$ cat config.mk
export PLATFORM = sky130hd
export DESIGN_NAME = mpsoc_oci_trace_packer
export DESIGN_NICKNAME = d
export VERILOG_FILES = /design/src/rtl/mpsoc_oci_trace_packer.sv
export SDC_FILE = /design/constraint.sdc
export NUM_CORES = 1
export LEC_CHECK = 0
export ABC_AREA = 1
export BUFFER_PORTS_ARGS = -buffer_cell sky130_fd_sc_hd__buf_2
export CORE_UTILIZATION = 64
export DETAILED_ROUTE_END_ITERATION = 16
export PLACE_DENSITY = 0.85
export SLEW_MARGIN = 20
export SYNTH_ARGS = -nofsm -noshare
export SYNTH_HDL_FRONTEND = slang
export SYNTH_SLANG_ARGS = --single-unit
$ cat constraint.sdc
create_clock -name clk -period 13.1 [get_ports clk]
set_clock_uncertainty 0.2 [all_clocks]
set_input_delay 3.275 -clock clk [delete_from_list [all_inputs] [get_ports clk]]
set_output_delay 3.275 -clock clk [all_outputs]
set_load 0.1 [all_outputs]
$ cat src/rtl/mpsoc_oci_trace_packer.sv
// Per-CPU OCI trace packer: packs CODE_W-bit trace codes into SLOTS-slot words,
// queues them in a show-ahead FIFO and flushes the partial word when the test ends.
module mpsoc_oci_trace_packer #(
    parameter  int CODE_W     = 2,
    parameter  int SLOTS      = 15,
    parameter  int FIFO_DEPTH = 4,
    localparam int COUNT_W    = $clog2(SLOTS + 1),
    localparam int BUF_W      = CODE_W * SLOTS
) (
    input  logic               clk,
    input  logic               reset,
    input  logic               code_valid,
    input  logic [CODE_W-1:0]  code,
    input  logic               test_ending,
    input  logic               out_ready,
    output logic               out_valid,
    output logic [BUF_W-1:0]   out_buffer,
    output logic [COUNT_W-1:0] out_count,
    output logic [BUF_W-1:0]   dct_buffer,
    output logic [COUNT_W-1:0] dct_count,
    output logic               overflow,
    output logic               test_has_ended
);

    localparam int PTR_W = $clog2(FIFO_DEPTH);

    typedef enum logic [1:0] {ST_RUN, ST_FLUSH, ST_ENDED} state_t;

    state_t             r_state, w_state_nxt;
    logic [BUF_W-1:0]   r_buf, w_buf_nxt;
    logic [COUNT_W-1:0] r_count, w_count_nxt;
    logic               r_ovf, w_ovf_nxt;

    logic [BUF_W-1:0]   r_mem     [FIFO_DEPTH];
    logic [COUNT_W-1:0] r_mem_cnt [FIFO_DEPTH];
    logic [PTR_W-1:0]   r_wr, r_rd;
    logic [PTR_W:0]     r_fcnt;

    logic               w_full, w_pop, w_space, w_push;
    logic [BUF_W-1:0]   w_code_ext, w_slot, w_push_data;
    logic [COUNT_W-1:0] w_push_cnt;

    assign w_code_ext = BUF_W'(code);
    assign w_slot     = w_code_ext << (CODE_W * r_count);
    assign w_full     = (r_fcnt == (PTR_W+1)'(FIFO_DEPTH));
    assign w_pop      = out_valid & out_ready;
    // A full FIFO still has room when its head leaves on the same edge.
    assign w_space    = ~w_full | w_pop;

    always_comb begin
        w_state_nxt = r_state;
        w_buf_nxt   = r_buf;
        w_count_nxt = r_count;
        w_ovf_nxt   = r_ovf;
        w_push      = 1'b0;
        w_push_data = r_buf | w_slot;
        w_push_cnt  = COUNT_W'(SLOTS);
        case (r_state)
            ST_RUN: begin
                if (code_valid) begin
                    if (r_count == COUNT_W'(SLOTS - 1)) begin
                        w_push      = w_space;
                        w_ovf_nxt   = r_ovf | ~w_space;
                        w_buf_nxt   = '0;
                        w_count_nxt = '0;
                    end else begin
                        w_buf_nxt   = r_buf | w_slot;
                        w_count_nxt = r_count + COUNT_W'(1);
                    end
                end
                if (test_ending)
                    w_state_nxt = ST_FLUSH;
            end
            ST_FLUSH: begin
                // Partial words wait for space rather than being dropped.
                if (r_count != '0) begin
                    if (w_space) begin
                        w_push      = 1'b1;
                        w_push_data = r_buf;
                        w_push_cnt  = r_count;
                        w_buf_nxt   = '0;
                        w_count_nxt = '0;
                    end
                end else if (r_fcnt == '0) begin
                    w_state_nxt = ST_ENDED;
                end
            end
            ST_ENDED: ;
            default: w_state_nxt = ST_RUN;
        endcase
    end

    always_ff @(posedge clk or posedge reset) begin
        if (reset) begin
            r_state <= ST_RUN;
            r_buf   <= '0;
            r_count <= '0;
            r_ovf   <= 1'b0;
        end else begin
            r_state <= w_state_nxt;
            r_buf   <= w_buf_nxt;
            r_count <= w_count_nxt;
            r_ovf   <= w_ovf_nxt;
        end
    end

    always_ff @(posedge clk or posedge reset) begin
        if (reset) begin
            r_wr   <= '0;
            r_rd   <= '0;
            r_fcnt <= '0;
            for (int i = 0; i < FIFO_DEPTH; i++) begin
                r_mem[i]     <= '0;
                r_mem_cnt[i] <= '0;
            end
        end else begin
            if (w_pop)
                r_rd <= r_rd + PTR_W'(1);
            if (w_push) begin
                r_mem[r_wr]     <= w_push_data;
                r_mem_cnt[r_wr] <= w_push_cnt;
                r_wr            <= r_wr + PTR_W'(1);
            end
            case ({w_push, w_pop})
                2'b10:   r_fcnt <= r_fcnt + (PTR_W+1)'(1);
                2'b01:   r_fcnt <= r_fcnt - (PTR_W+1)'(1);
                default: r_fcnt <= r_fcnt;
            endcase
        end
    end

    assign out_valid      = (r_fcnt != '0);
    assign out_buffer     = out_valid ? r_mem[r_rd]     : '0;
    assign out_count      = out_valid ? r_mem_cnt[r_rd] : '0;
    assign dct_buffer     = r_buf;
    assign dct_count      = r_count;
    assign overflow       = r_ovf;
    assign test_has_ended = (r_state == ST_ENDED);

endmodule
**After elaboration in Yosys (flattened, before gate mapping)**

Index checks and enable logic that the tools add are counted.

- Add/sub/neg operators: 5
- $lt $le $gt $ge: 3
- Equal/unequal tests: 12
- Shifts and indexed selects: 1
- Mux-type cells: 40
- Bitwise operators: 9
- Reduce and logical (&&, ||, !) cells: 10

Operator list:

| operator | number |
|---|---|
| 30-bit two-way mux | 11 |
| 120-bit bitwise mux | 1 |
| 30-bit binary-select mux with 2-bit select | 1 |
| 30-bit demux with 2-bit select | 1 |
| 30-bit case mux with 2 select lines | 1 |
| 4-bit two-way mux | 11 |
| 30-bit bitwise OR | 1 |
| 2-bit by 5-bit left shift with 30-bit output | 1 |
| 16-bit bitwise mux | 1 |
| 2-bit inequality test (second input constant) | 6 |
| 4-bit binary-select mux with 2-bit select | 1 |
| 4-bit demux with 2-bit select | 1 |
| 4-bit case mux with 2 select lines | 1 |
| 4-bit AND reduction | 2 |
| 3-bit greater-or-equal comparator (second input constant) | 2 |
| 2-bit two-way mux | 3 |
| 2-bit inverter with 3-bit output | 2 |
| 2-bit case mux with 3 select lines | 1 |
| 3-bit case mux with 2 select lines | 1 |
| 2-bit by 1-bit adder with 2-bit output (second input constant) | 2 |
| 4-bit by 1-bit adder with 4-bit output (second input constant) | 1 |
| 2-bit by 1-bit equality test with 1-bit output (second input constant) | 2 |
| 2-bit equality test (second input constant) | 2 |
| 4-bit equality test (second input constant) | 1 |
| 16 further kinds | 23 |

- Register bits after elaboration: 180
- Output and inout bits: 71
- Logic and storage cells: 95

**Depth between registers and ports, before layout**

- Depth after elaboration: 8
- Mapped depth: 15
- Mapped depth without buffers: 13

**Worst setup path before layout**

OpenSTA, ideal clock, no wires.

- Path kind: register to output
- Start: reg r_fcnt[0]
- End: out out_buffer[0]
- Arrival: 3.026 ns
- Required time: 9.625 ns
- Path slack: 6.599 ns
- Cell stages (with the launch flop): 6
- Path through: dfrtp_1 > nor2_2 > nand2_1 > inv_2 > buf_1 > a21oi_1

- Word-level cells in the longest chain between the ends: 2

Ends and longest elaborated chain:

| item | line | text |
|---|---|---|
| start, declared | 37 | `logic [PTR_W:0] r_fcnt;` |
| start signal, assigned | 125 | `2'b10: r_fcnt <= r_fcnt + (PTR_W+1)'(1);` |
| start signal, assigned | 126 | `2'b01: r_fcnt <= r_fcnt - (PTR_W+1)'(1);` |
| start signal, assigned | 127 | `default: r_fcnt <= r_fcnt;` |
| 3-bit nonzero test | 132 | `assign out_valid = (r_fcnt != '0);` |
| net out_valid | 16 | `output logic out_valid,` |
| 30-bit two-way mux | 133 | `assign out_buffer = out_valid ? r_mem[r_rd] : '0;` |
| end, declared | 17 | `output logic [BUF_W-1:0] out_buffer,` |

The timed path passes the listed nets, and every way through them passes these cells.

**Final worst setup path**

- Start: reg r_rd[1]
- End: out out_buffer[7]

- Word-level cells in the longest chain between the ends: 5

Ends and longest elaborated chain:

| item | line | text |
|---|---|---|
| start, declared | 36 | `logic [PTR_W-1:0] r_wr, r_rd;` |
| start signal, assigned | 118 | `r_rd <= r_rd + PTR_W'(1);` |
| 2-bit inverter with 3-bit output (implied by the code) | 133 |  |
| 30-bit binary-select mux with 2-bit select | 133 |  |
| 30-bit two-way mux (implied by the code) (2 in a row) | 133 |  |
| 30-bit two-way mux | 133 |  |

Every way passes these cells. The select of a mux whose other input is x is not followed.

==> flow_summary.yaml <==
run_status:
  outcome: "finished, final reports clean"
placement:
  post-dp-hpwl_um: 14200
  port_buffers: 77
  gp_congestion: 0.904
global_routing:
  grt_pass1_vias: 7973
  antenna_found_initial: 0
  grt_max_degree: 105
  grtUsageTotal: 0.363
  grt_pass1_wl_um: 40500
  grt.overflow.total: 0
setup_path:
  crit_required_ps: 9620
  crit_top_cell: "buf_4"
  regToRegSetupSlack_ps: 9050
  slowest_delay_ps: 570
  crit_chain: "buf_4, clkinv_1, buf_4, nor2_1, o21ai_0, a21oi_1, buf_2"
  regToRegStartpoint: "dct_count[1]"
  path_max_fanout: 35
  worstSetupStartpoint: "r_rd[1]"
  arrival_ps: 3150
  crit_path_end_kind: "output port"
  reg2reg_to: "dct_buffer[16]"
  crit_family: "buffers and inverters"
  reg2reg_depth: 8
  cp_slowest_cell: "clkinv_1"
  crit_cells: 7
  critPathBufInv: 4
  cp-endpoint: "out_buffer[7]"
  cp-start-kind: "register"
  path_class: "reg -> out"
cts:
  cts_buffer_depth: 2
  clkTransAtPathRegs_ps: 60
  cts_inserted_buffers: 17
  ctsResizeCount: 0
  cts-root-buf: "clkbuf_16"
  hold_buffers: 0
  htreeDepth: 4
  cts.sinks: 180
  worstSkewPairLatency_ps: 430
  cts_tree: "yes"
  post_cts_buffers: 0
routing:
  drt-pass1-iter-count: 6
  vias_per_cell: 5.82
  vias: 8324
  wire_per_inst_um: 17.2
  ant_nets: 0
  drc: 0
  routed_wl_um: 24500
  drtIter0Drc: 1302
die:
  die_area_mm2: 0.0145
  dieHeight_um: 121
  core_region_area_mm2: 0.0135
  start_util: 0.668
  rows: 42
  die_x_um: 121
  pin_count: 78
synth:
  synth.top_cell.area_share: 0.501
  synth_nets: 1226
  muxShareOfSynthArea: 0
  synth_flop_cell: "dfrtp_1"
  synth_compound_area_frac: 0.101
  yosysUniqueCellTypes: 30
  yosys_warnings: 0
  synth_top_family_by_area: "simple AND/OR/NAND/NOR gates"
  async_reset_ff_frac: 1.00
  synth_edf_count: 0
  yosys.area_share.simple: 0.311
  synth_area_leaders: "dfrtp_1 50%, nand2_1 19%, nor2_1 6.8%, o21ai_0 6.2%, a21oi_1 2.8%"
  syn_area_mm2: 0.00899
  synth_seq_cells: 180
  synth_adder_area_share: 0.0134
  synth_xor_xnor_area_share: 0.00585
  yosysTopAreaCell: "dfrtp_1"
  syn_area_per_cell_um2: 7.43
  netlist_top_cells_count: "462 x nand2_1, 180 x dfrtp_1, 164 x nor2_1"
  synth-seq-area-share: 0.501
  syn_inst: 1210
  yosysMostFrequentCell: "nand2_1"
sta:
  hold_slack_ps: 274
  hold_viol: 0
  layout_min_cycle_time_ps: 6630
  rsz0062_at_grt: "no"
  tns_ps: 0
  finalSetupViolations: 0
  slew_headroom: 0.250
  worst_pin_slew_ps: 1120
  drv_slew: 0
  finalCritPeriodShare: 0.506
  clock.fmax_ghz: 0.151
layout:
  drive_gt1_frac: 0.116
  multi_input_area_mm2: 0.00390
  nNetsFinal: 1257
  area_delta_synth_final_pct: 11.0
  nFillCells: 1034
  diodes: 0
  regArea_mm2: 0.00451
  final_util: 0.741
hold_path:
  hold_class: "reg -> reg"
run:
  drv_cap: 0
cells in the final DEF (no fill, tap or decap), types with 11 or more instances in the layout:
cell type,count
clkbuf_16,17
dfrtp_1,179
inv_1,49
nand2_1,462
nor3_1,11
buf_2,77
o21ai_0,111
nand3_1,46
nor2_1,164
a21oi_1,51
worst min-delay path by stage:
stage	start	to	slack, ps	cells past startpoint
after floorplan	r_mem[61]	r_mem[61]	240	2
after global placement	r_mem[80]	r_mem[80]	260	2
after detailed placement	r_mem[71]	r_mem[71]	260	2
after CTS	r_mem[70]	r_mem[70]	280	2
after global routing	r_mem[88]	r_mem[88]	300	2
final	r_mem[6]	r_mem[6]	270	2
cell type report:
class	instances	share of cell area
multi-input combinational	894	0.391
inverter	62	0.0238
tap	176	0.0221
timing repair buffer	86	0.0454
sequential	180	0.452
clock inverter	13	0.0204
clock buffer	19	0.0454
state kept, by name (all words and copies together) (netlist names), 2 cells and up:
name / count
dct_buffer: 30
dct_count: 4
r_fcnt: 3
r_mem: 120
r_mem_cnt: 16
r_rd: 2
r_state: 2
r_wr: 2
worst register-to-register path: stages (launching register included):
cell and delay (ps):
dfrtp_1 630, clkinv_1 340, ha_1 280, nand3_2 100
nand2_1 140, nand2_1 550, nand2_1 750, nor2_2 790
a21oi_1 130
through the flow:
step,std cells,instance area [µm²],setup slack (ps)
final,1430,9970,6470
after global routing,1430,9970,6360
after CTS,1430,9970,6540
after detailed placement,1398,9320,7030
after global placement,1398,9320,7060
after floorplan,1210,8990,4740
logic make-up after synthesis:
family | count (synthesis)
flip-flops | 180
AO/OA/AOI/OAI | 177
adder cells (fa/ha/maj) | 9
XOR/XNOR | 6
buffers and inverters | 136
AND/OR/NAND/NOR | 702
per-layer routing:
| metal | vias up | wire length [µm] | global-route usage |
|---|---|---|---|
| met5 | - | 0 | 0 |
| met4 | 0 | 704 | 0.140 |
| met3 | 62 | 2460 | 0.0774 |
| met2 | 449 | 11300 | 0.564 |
| met1 | 3961 | 10100 | 0.502 |
| li1 | 3852 | - | - |
Power is not shown: default switching activity piles up to over one toggle a cycle in this logic, so the estimate is an artifact.
